File: src/rtl/lcd_status_sequencer_if.sv
// Host-side handshake of LCD_Controller: one byte per start/done exchange.
interface lcd_status_sequencer_if;
  logic [7:0] oLCD_DATA;
  logic       oLCD_RS;
  logic       oLCD_START;
  logic       iLCD_DONE;

  modport master (
    output oLCD_DATA,
    output oLCD_RS,
    output oLCD_START,
    input  iLCD_DONE
  );

  modport slave (
    input  oLCD_DATA,
    input  oLCD_RS,
    input  oLCD_START,
    output iLCD_DONE
  );
endinterface

File: src/rtl/lcd_status_sequencer.sv
// LCD status sequencer: runs the LCD init commands after reset, then repaints line 1
// (movement text) when iMOVE changes and line 2 (floor number) when iFLOOR changes.
module lcd_status_sequencer #(
  parameter int unsigned DLY_CYCLES = 262142,
  parameter int unsigned DLY_W      = 18
) (
  input  logic                   iCLK,
  input  logic                   iRST_N,
  input  logic [1:0]             iMOVE,
  input  logic [3:0]             iFLOOR,
  output logic                   oBUSY,
  lcd_status_sequencer_if.master lcd
);

  typedef enum logic [2:0] {StLoad, StWait, StDelay, StNext, StIdle} state_e;
  typedef enum logic [1:0] {SeqInit, SeqLine1, SeqLine2} seq_e;

  localparam logic [DLY_W-1:0] DlyLast = DLY_W'(DLY_CYCLES - 1);

  // 16-character line images, first character in the top byte.
  localparam logic [127:0] TxtParado   = {"Parado", {10{8'h20}}};
  localparam logic [127:0] TxtSubindo  = {"Subindo", {9{8'h20}}};
  localparam logic [127:0] TxtDescendo = {"Descendo", {8{8'h20}}};
  localparam logic [127:0] TxtErro     = {"Erro", {12{8'h20}}};
  localparam logic [127:0] TxtAndar    = {"Andar ", 8'h3F, {9{8'h20}}};

  state_e           stateQ, stateD;
  seq_e             seqQ, seqD;
  logic [4:0]       idxQ, idxD;
  logic [DLY_W-1:0] cntQ, cntD;
  logic [7:0]       dataQ, dataD;
  logic             rsQ, rsD;
  logic             startQ, startD;
  logic             busyQ, busyD;
  logic [1:0]       shownMoveQ, shownMoveD;
  logic [3:0]       shownFloorQ, shownFloorD;
  logic             valid1Q, valid1D;
  logic             valid2Q, valid2D;

  logic [3:0]   pos;
  logic [127:0] lineText;
  logic [7:0]   curByte;
  logic [4:0]   lastIdx;
  logic         dirty1, dirty2, launch;

  // Byte for the current index, derived only from the snapshot registers.
  always_comb begin
    pos      = 4'(idxQ - 5'd1);
    lineText = TxtParado;
    curByte  = 8'h20;
    case (seqQ)
      SeqInit: begin
        case (idxQ[1:0])
          2'd0:    curByte = 8'h38;
          2'd1:    curByte = 8'h0C;
          2'd2:    curByte = 8'h01;
          default: curByte = 8'h06;
        endcase
      end
      SeqLine1: begin
        case (shownMoveQ)
          2'd0:    lineText = TxtParado;
          2'd1:    lineText = TxtSubindo;
          2'd2:    lineText = TxtDescendo;
          default: lineText = TxtErro;
        endcase
        curByte = (idxQ == 5'd0) ? 8'h80 : lineText[{~pos, 3'b000} +: 8];
      end
      default: begin
        if (idxQ == 5'd0) begin
          curByte = 8'hC0;
        end else if (pos == 4'd6) begin
          curByte = (shownFloorQ <= 4'd9) ? (8'h30 + {4'h0, shownFloorQ}) : 8'h3F;
        end else begin
          curByte = TxtAndar[{~pos, 3'b000} +: 8];
        end
      end
    endcase
  end

  // Write-primitive FSM plus line scheduling; a finished sequence chains straight into
  // the next dirty line so oBUSY never dips between back-to-back refreshes.
  always_comb begin
    stateD      = stateQ;
    seqD        = seqQ;
    idxD        = idxQ;
    cntD        = cntQ;
    dataD       = dataQ;
    rsD         = rsQ;
    startD      = startQ;
    busyD       = busyQ;
    shownMoveD  = shownMoveQ;
    shownFloorD = shownFloorQ;
    valid1D     = valid1Q;
    valid2D     = valid2Q;
    launch      = 1'b0;
    lastIdx     = (seqQ == SeqInit) ? 5'd3 : 5'd16;
    dirty1      = !valid1Q || (iMOVE != shownMoveQ);
    dirty2      = !valid2Q || (iFLOOR != shownFloorQ);

    case (stateQ)
      StLoad: begin
        dataD  = curByte;
        rsD    = (seqQ != SeqInit) && (idxQ != 5'd0);
        startD = 1'b1;
        stateD = StWait;
      end
      StWait: begin
        if (lcd.iLCD_DONE) begin
          startD = 1'b0;
          cntD   = '0;
          stateD = StDelay;
        end
      end
      StDelay: begin
        if (cntQ == DlyLast) begin
          stateD = StNext;
        end else begin
          cntD = cntQ + 1'b1;
        end
      end
      StNext: begin
        if (idxQ != lastIdx) begin
          idxD   = idxQ + 5'd1;
          stateD = StLoad;
        end else begin
          launch = 1'b1;
        end
      end
      default: launch = 1'b1;
    endcase

    if (launch) begin
      idxD = 5'd0;
      if (dirty1) begin
        seqD       = SeqLine1;
        shownMoveD = iMOVE;
        valid1D    = 1'b1;
        busyD      = 1'b1;
        stateD     = StLoad;
      end else if (dirty2) begin
        seqD        = SeqLine2;
        shownFloorD = iFLOOR;
        valid2D     = 1'b1;
        busyD       = 1'b1;
        stateD      = StLoad;
      end else begin
        busyD  = 1'b0;
        stateD = StIdle;
      end
    end
  end

  // State register; reset restarts the init sequence and drops start at once.
  always_ff @(posedge iCLK or negedge iRST_N) begin
    if (!iRST_N) begin
      stateQ      <= StLoad;
      seqQ        <= SeqInit;
      idxQ        <= 5'd0;
      cntQ        <= '0;
      dataQ       <= 8'h00;
      rsQ         <= 1'b0;
      startQ      <= 1'b0;
      busyQ       <= 1'b1;
      shownMoveQ  <= 2'd0;
      shownFloorQ <= 4'd0;
      valid1Q     <= 1'b0;
      valid2Q     <= 1'b0;
    end else begin
      stateQ      <= stateD;
      seqQ        <= seqD;
      idxQ        <= idxD;
      cntQ        <= cntD;
      dataQ       <= dataD;
      rsQ         <= rsD;
      startQ      <= startD;
      busyQ       <= busyD;
      shownMoveQ  <= shownMoveD;
      shownFloorQ <= shownFloorD;
      valid1Q     <= valid1D;
      valid2Q     <= valid2D;
    end
  end

  assign lcd.oLCD_DATA  = dataQ;
  assign lcd.oLCD_RS    = rsQ;
  assign lcd.oLCD_START = startQ;
  assign oBUSY          = busyQ;

endmodule

File: src/flat_wrapper.sv
// flat-port wrapper written by rule: the top's interface ports become plain ports
module lcd_status_sequencer_flat 
#(
  parameter int unsigned DLY_CYCLES = 262142,
  parameter int unsigned DLY_W      = 18
)
  (iCLK, iRST_N, iMOVE, iFLOOR, oBUSY, lcd_oLCD_DATA, lcd_oLCD_RS, lcd_oLCD_START, lcd_iLCD_DONE);
  lcd_status_sequencer_if lcd_i ();
  input  logic iCLK;
  input  logic iRST_N;
  input  logic [1:0] iMOVE;
  input  logic [3:0] iFLOOR;
  output logic oBUSY;
  output wire logic [$bits(lcd_i.oLCD_DATA)-1:0] lcd_oLCD_DATA;
  output wire logic [$bits(lcd_i.oLCD_RS)-1:0] lcd_oLCD_RS;
  output wire logic [$bits(lcd_i.oLCD_START)-1:0] lcd_oLCD_START;
  input wire logic [$bits(lcd_i.iLCD_DONE)-1:0] lcd_iLCD_DONE;
  assign lcd_oLCD_DATA = lcd_i.oLCD_DATA;
  assign lcd_oLCD_RS = lcd_i.oLCD_RS;
  assign lcd_oLCD_START = lcd_i.oLCD_START;
  assign lcd_i.iLCD_DONE = lcd_iLCD_DONE;
  lcd_status_sequencer #(.DLY_CYCLES(DLY_CYCLES), .DLY_W(DLY_W)) u_core (.iCLK(iCLK), .iRST_N(iRST_N), .iMOVE(iMOVE), .iFLOOR(iFLOOR), .oBUSY(oBUSY), .lcd(lcd_i));
endmodule
File: config.mk
export PLATFORM = sky130hd
export DESIGN_NAME = lcd_status_sequencer_flat
export DESIGN_NICKNAME = d
export VERILOG_FILES = /design/src/rtl/lcd_status_sequencer_if.sv /design/src/rtl/lcd_status_sequencer.sv /design/src/flat_wrapper.sv
export SDC_FILE = /design/constraint.sdc
export NUM_CORES = 1
export LEC_CHECK = 0
export CAP_MARGIN = 10
export CORE_MARGIN = 2
export CORE_UTILIZATION = 54
export DETAILED_ROUTE_END_ITERATION = 10
export HOLD_SLACK_MARGIN = 0.08
export PLACE_DENSITY = 0.77
export SETUP_SLACK_MARGIN = 0.1
export SYNTH_ARGS = -nofsm -noshare
export SYNTH_HDL_FRONTEND = slang
export SYNTH_SLANG_ARGS = --single-unit
File: constraint.sdc
create_clock -name iCLK -period 2.35 [get_ports iCLK]
set_input_delay 0.705 -clock iCLK [delete_from_list [all_inputs] [get_ports iCLK]]
set_output_delay 0.705 -clock iCLK [all_outputs]
set_load 0.02 [all_outputs]
==> results of run 1 <==
==> cell type report <==
class | count | area, µm² | share of cell area (%)
Inverter | 9 | 37.54 | 1.084
Clock inverter | 1 | 5.005 | 0.1445
Timing Repair Buffer | 33 | 302.8 | 8.743
Clock buffer | 7 | 86.33 | 2.493
Tap cell | 72 | 90.09 | 2.601
Multi-Input combinational cell | 257 | 1763 | 50.90
Sequential cell | 47 | 1179 | 34.03
==> synth_stat cells (all sizes together) (2+ instances only) <==
cell     instances  area [µm²]
or2              4       25.02
or4              3       22.52
o21ai           18       90.09
o22ai            2       12.51
a31o             2       17.52
and3             3       20.02
and4             2       17.52
nor3             3       15.01
nand3b           2       27.53
mux2             4       45.04
o31ai            6       45.04
nand2           32       120.1
nor4             5       37.53
o211ai           7       52.55
a21o             2       15.01
ha              15       187.7
o2111ai          2       17.52
nand4            9       71.32
a21oi           20       100.1
a211o            3       27.53
nor2b            4       25.02
clkbuf           7       26.28
nor2            34       145.1
xor2            13       113.9
and2             3       20.02
mux2i            7       70.07
dfrtp           46        1151
o21a             3       22.52
nand2b           6       37.54
xnor2            9       78.83
a211oi           3       35.03
a221o            2       20.02
nand3           14       75.07
buf              7       41.29
inv              8       30.03
or3              2       13.77
a31oi            6       43.79
==> routing by layer <==
layer | vias up | GRT usage (%) | wire (µm)
met2 | 51 | 37.61 | 3254
li1 | 1228 | - | -
met5 | - | 0 | 0
met1 | 1213 | 29.39 | 2806
met4 | 0 | 6.842 | 120
met3 | 11 | 4.023 | 265
==> through the flow <==
stage | cells | instance area (µm²)
finish | 426 | 3463
global placement | 418 | 3351
detailed placement | 418 | 3351
CTS | 426 | 3442
global route | 426 | 3463
floorplan | 327 | 3025
==> power breakdown <==
group / internal (mW) / switching [mW]
clock: 0.238 / 0.274
sequential: 0.980 / 0.227
combinational: 0.866 / 1.10
total: 2.08 / 1.60
==> cell families after synthesis <==
group	after synthesis	share of synthesized area, %
xor+xnor	22	6.401
simple gates	128	22.98
mux	11	3.824
fa+ha+maj	15	6.234
compound gates	81	18.08
buf+inv	23	3.367
flops	47	39.11
==> state kept, by name (all words and copies together), names as in the netlist <==
name                   flops
u_core.lcd.oLCD_DATA       8
u_core.idxQ                5
u_core.valid2Q             1
u_core.cntQ               18
u_core.shownMoveQ          2
u_core.lcd.oLCD_START      1
u_core.seqQ                2
u_core.shownFloorQ         4
u_core.lcd.oLCD_RS         1
u_core.valid1Q             1
u_core.stateQ              3
u_core.oBUSY               1
==> final timing paths <==
check | from | endpoint | depth (start not counted)
setup / recovery | u_core.oBUSY$_DFFE_PN1P_ | oBUSY | 1
hold / removal | iRST_N | u_core.cntQ[5]$_DFFE_PN0P_ | 2
setup reg to reg | u_core.idxQ[0]$_DFFE_PN0P_ | u_core.lcd.oLCD_DATA[2]$_DFFE_PN0P_ | 7
hold reg to reg | u_core.valid2Q$_DFFE_PN0P_ | u_core.valid2Q$_DFFE_PN0P_ | 1
max in group asynchronous | iRST_N | u_core.oBUSY$_DFFE_PN1P_ | 2
min in group iCLK | u_core.valid2Q$_DFFE_PN0P_ | u_core.valid2Q$_DFFE_PN0P_ | 1
==> repair_timing <==
item	4_1_cts	5_1_grt
buffers inserted	0	0
pin swaps	0	0
resized for setup	0	5
cloned	0	0
endpoints found under the setup margin	1	6
hold buffers	0	0
==> impl_metrics.tcl, run 1 <==
set metrics [dict create \
    numPortBuffers 19 \
    die_width_um 78.67 \
    netlist_area_um2 3010 \
    final_common_cell "dfrtp_1" \
    cts-root-buf "clkbuf_8" \
    setup_violations 0 \
    synth_nets 351 \
    start_util_pct 55.35 \
    powerDensity_nw_per_um2 1065 \
    fin_crit_sh_pct 90.83 \
    place_hpwl_mm 4.769 \
    core_um2 5439 \
    cts_buffer_depth 2 \
    rows 27 \
    drc 0 \
    crit_fanout 2 \
    slew-limit-headroom_pct 59.66 \
    synth_ff_type "dfrtp_1" \
    cp_slowest_cell "clkdlybuf4s50_1" \
    drtIter0Drc 158 \
    htree_levels 2 \
    wl_per_cell_um 15.13 \
    synth-edff-count 0 \
    ys_ff_latch 47 \
    drt_first_pass_iters 4 \
    cp.required_ns 1.64 \
    dieArea_um2 6188 \
    grt_start_max_net_pins 48 \
    place_congestion 0.8795 \
    fin_skew_ns 0.005879 \
    antenna_cells 0 \
    cts-buffers-inserted 5 \
    synth_area_per_cell_um2 9.206 \
    clock-sinks 47 \
    antenna_left 0 \
    final_cell_mix "dfrtp_1 (45), nand2_1 (32), nor2_1 (31)" \
    grt_pass1_wl_mm 11.14 \
    drv_slew 0 \
    ys_seq_area_share_pct 39.11 \
    cts_tree "done" \
    leakage_nw 1.472 \
    ir_worst_vdd_mv 0.7051 \
    finalSetupTns_ns 0 \
    rsz0062_at_grt "no" \
    clk_pin_slew_worst_paths_ns 0.09 \
    pre_cts_slack_ns -0.09151 \
    crit_arrival_ns 1.43 \
    yosysUniqueCellTypes 61 \
    final_util_pct 63.68 \
    period_minus_slack_ns 2.135 \
    avgViaCountPerCell 5.876 \
    crit_path_start_kind "flop" \
    cap_viol_max_count 0 \
    final_nets 377 \
    whs_ns 0.3736 \
    crit_buf_inv 1 \
    layout-drive-gt1-share_pct 14.97 \
    syn_inst 327 \
    slowest_delay_ns 0.60 \
    antenna_found_initial 0 \
    max_freq_ghz 0.4685 \
    ioPinCount 20 \
    overflow 0 \
    async_reset_ff_share_pct 100.0 \
    die-height_um 78.67 \
    grt_pass1_vias 2353 \
    crit_family "buffers and inverters" \
    crit_type "reg -> out" \
    hold_viol_final 0 \
    finalWorstSetupSlack_ns 0.2154 \
    routed_wl_mm 6.446 \
    total_power_mw 3.689 \
    cp-end-kind "output port" \
    layout-area-overhead-vs-synth_pct 15.05 \
    synth-warning-count 0 \
    status "finished clean" \
    grt.total_usage_pct 22.38 \
    crit_chain "clkdlybuf4s50_1" \
    final.fill_count 445 \
    r2r_slack_ns 0.29 \
    dr_total_vias 2503 \
    hold_path_class "in -> async" \
    worst_slew_pin_slew_ns 0.5996 \
    clock_latency_ns 0.30 \
]
No activity file was read; power rests on OpenSTA's default activity.
==> run 2, diff against run 1 <==
--- a/config.mk
+++ b/config.mk
@@ -8,6 +8,7 @@
 export CAP_MARGIN = 10
 export CORE_MARGIN = 2
 export CORE_UTILIZATION = 54
+export CTS_CLUSTER_DIAMETER = 120
 export DETAILED_ROUTE_END_ITERATION = 10
 export HOLD_SLACK_MARGIN = 0.08
 export PLACE_DENSITY = 0.77
==> results of run 2 <==
Same layout as run 1: the final DEF is identical, and so are final timing and power.
==> run 3, diff against run 2 <==
--- a/config.mk
+++ b/config.mk
@@ -11,8 +11,9 @@
 export CTS_CLUSTER_DIAMETER = 120
 export DETAILED_ROUTE_END_ITERATION = 10
 export HOLD_SLACK_MARGIN = 0.08
-export PLACE_DENSITY = 0.77
+export PLACE_DENSITY = 0.74
 export SETUP_SLACK_MARGIN = 0.1
+export SKIP_CTS_REPAIR_TIMING = 1
 export SYNTH_ARGS = -nofsm -noshare
 export SYNTH_HDL_FRONTEND = slang
 export SYNTH_SLANG_ARGS = --single-unit
==> constraint.sdc (replaced) <==
create_clock -name iCLK -period 2.3 [get_ports iCLK]
set_input_delay 0.69 -clock iCLK [delete_from_list [all_inputs] [get_ports iCLK]]
set_output_delay 0.69 -clock iCLK [all_outputs]
set_load 0.02 [all_outputs]
==> impl_metrics.tcl, run 3 (synthesis gave the netlist of run 1 again) <==
set metrics [dict create \
    setup_violations 0 \
    routed_wl_mm 6.427 \
    grt_start_max_net_pins 48 \
    grt_pass1_vias 2309 \
    hold_viol_final 0 \
    seq_area_um2 1177 \
    ioPinCount 20 \
    multiInputGateArea_um2 1767 \
    cts_buffer_depth 2 \
    grt_pass1_wl_mm 10.92 \
    cap_viol_max_count 0 \
    clock_latency_ns 0.30 \
    drv_slew 0 \
    grt.total_usage_pct 22.06 \
    overflow 0 \
    die_width_um 78.67 \
    drtIter0Drc 132 \
    antenna_left 0 \
    crit_arrival_ns 1.43 \
    slew-limit-headroom_pct 52.20 \
    htree_levels 2 \
    ir_worst_vdd_mv 0.6810 \
    total_power_mw 3.752 \
    crit_path_start_kind "flop" \
    dr_total_vias 2486 \
    numPortBuffers 19 \
    place_hpwl_mm 4.735 \
    fin_crit_sh_pct 92.00 \
    top_register "u_core.cntQ" \
    slowest_delay_ns 0.59 \
    cp.required_ns 1.61 \
    layout-drive-gt1-share_pct 14.97 \
    finalWorstSetupSlack_ns 0.1840 \
    antenna_found_initial 0 \
    cp-end-kind "output port" \
    wl_per_cell_um 15.09 \
    hold_path_class "in -> async" \
    place_congestion 0.9332 \
    final_nets 377 \
    pre_cts_slack_ns -0.1325 \
    crit_fanout 2 \
    avgViaCountPerCell 5.836 \
    cts-root-buf "clkbuf_8" \
    final_cell_mix "dfrtp_1 (46), nand2_1 (32), nor2_1 (31)" \
    period_minus_slack_ns 2.116 \
    dieArea_um2 6188 \
    final.fill_count 455 \
    final_util_pct 63.75 \
    drc 0 \
    leakage_nw 1.478 \
    rows 27 \
    max_freq_ghz 0.4726 \
    final_common_cell "dfrtp_1" \
    die-height_um 78.67 \
    fin_skew_ns 0.009347 \
    crit_family "buffers and inverters" \
    rsz0062_at_grt "yes" \
    powerDensity_nw_per_um2 1082 \
    cp_slowest_cell "clkdlybuf4s50_1" \
    status "finished clean" \
    layout-area-overhead-vs-synth_pct 15.17 \
    antenna_cells 0 \
    drt_first_pass_iters 4 \
    core_um2 5439 \
    cts-buffers-inserted 5 \
    crit_buf_inv 1 \
    crit_chain "clkdlybuf4s50_1" \
    worst_slew_pin_slew_ns 0.7115 \
    cts_tree "done" \
    start_util_pct 55.35 \
    largest_reg_flops 18 \
    clk_pin_slew_worst_paths_ns 0.08 \
    clock-sinks 47 \
    crit_type "reg -> out" \
]
run 3: per-stage QoR:
step | hold slack (ns) | cell area, µm² | setup TNS, ns | instances
finish | 0.3537 | 3467 | 0 | 426
global route | 0.3663 | 3467 | 0 | 426
CTS | 0.3638 | 3447 | 0 | 426
detailed placement | 0.4613 | 3352 | -0.4671 | 418
global placement | 0.4557 | 3352 | -0.2514 | 418
floorplan | 0.3944 | 3027 | 0 | 327
run 3: cell type report:
class,instances,share of cell area [%]
inverters,9,1.010
clock inverters,1,0.2526
flip-flops and latches,47,33.96
multi-input cells,257,50.96
well taps,72,2.598
clock buffers,7,2.490
repair buffers,33,8.733
run 3: metal layers:
metal / global-route usage (%) / wire length [µm] / vias up
li1: - / - / 1228
met1: 29.38 / 2860 / 1195
met2: 36.15 / 3213 / 53
met3: 3.908 / 263 / 10
met4: 7.895 / 89 / 0
met5: 0 / 0 / -
run 3: worst paths after layout:
check / end / start / cells after the start / slack, ns
hold / removal: u_core.cntQ[7]$_DFFE_PN0P_ / iRST_N / 2 / 0.35
min in group iCLK: u_core.valid2Q$_DFFE_PN0P_ / u_core.valid2Q$_DFFE_PN0P_ / 1 / 0.48
setup / recovery: oBUSY / u_core.oBUSY$_DFFE_PN1P_ / 1 / 0.18
max in group asynchronous: u_core.oBUSY$_DFFE_PN1P_ / iRST_N / 2 / 1.66
setup reg to reg: u_core.lcd.oLCD_DATA[2]$_DFFE_PN0P_ / u_core.idxQ[1]$_DFFE_PN0P_ / 7 / 0.20
hold reg to reg: u_core.valid2Q$_DFFE_PN0P_ / u_core.valid2Q$_DFFE_PN0P_ / 1 / 0.48
run 3: where the power goes:
group / internal, mW / switching [mW]
clock network: 0.247 / 0.273
registers: 1.00 / 0.231
logic: 0.878 / 1.12
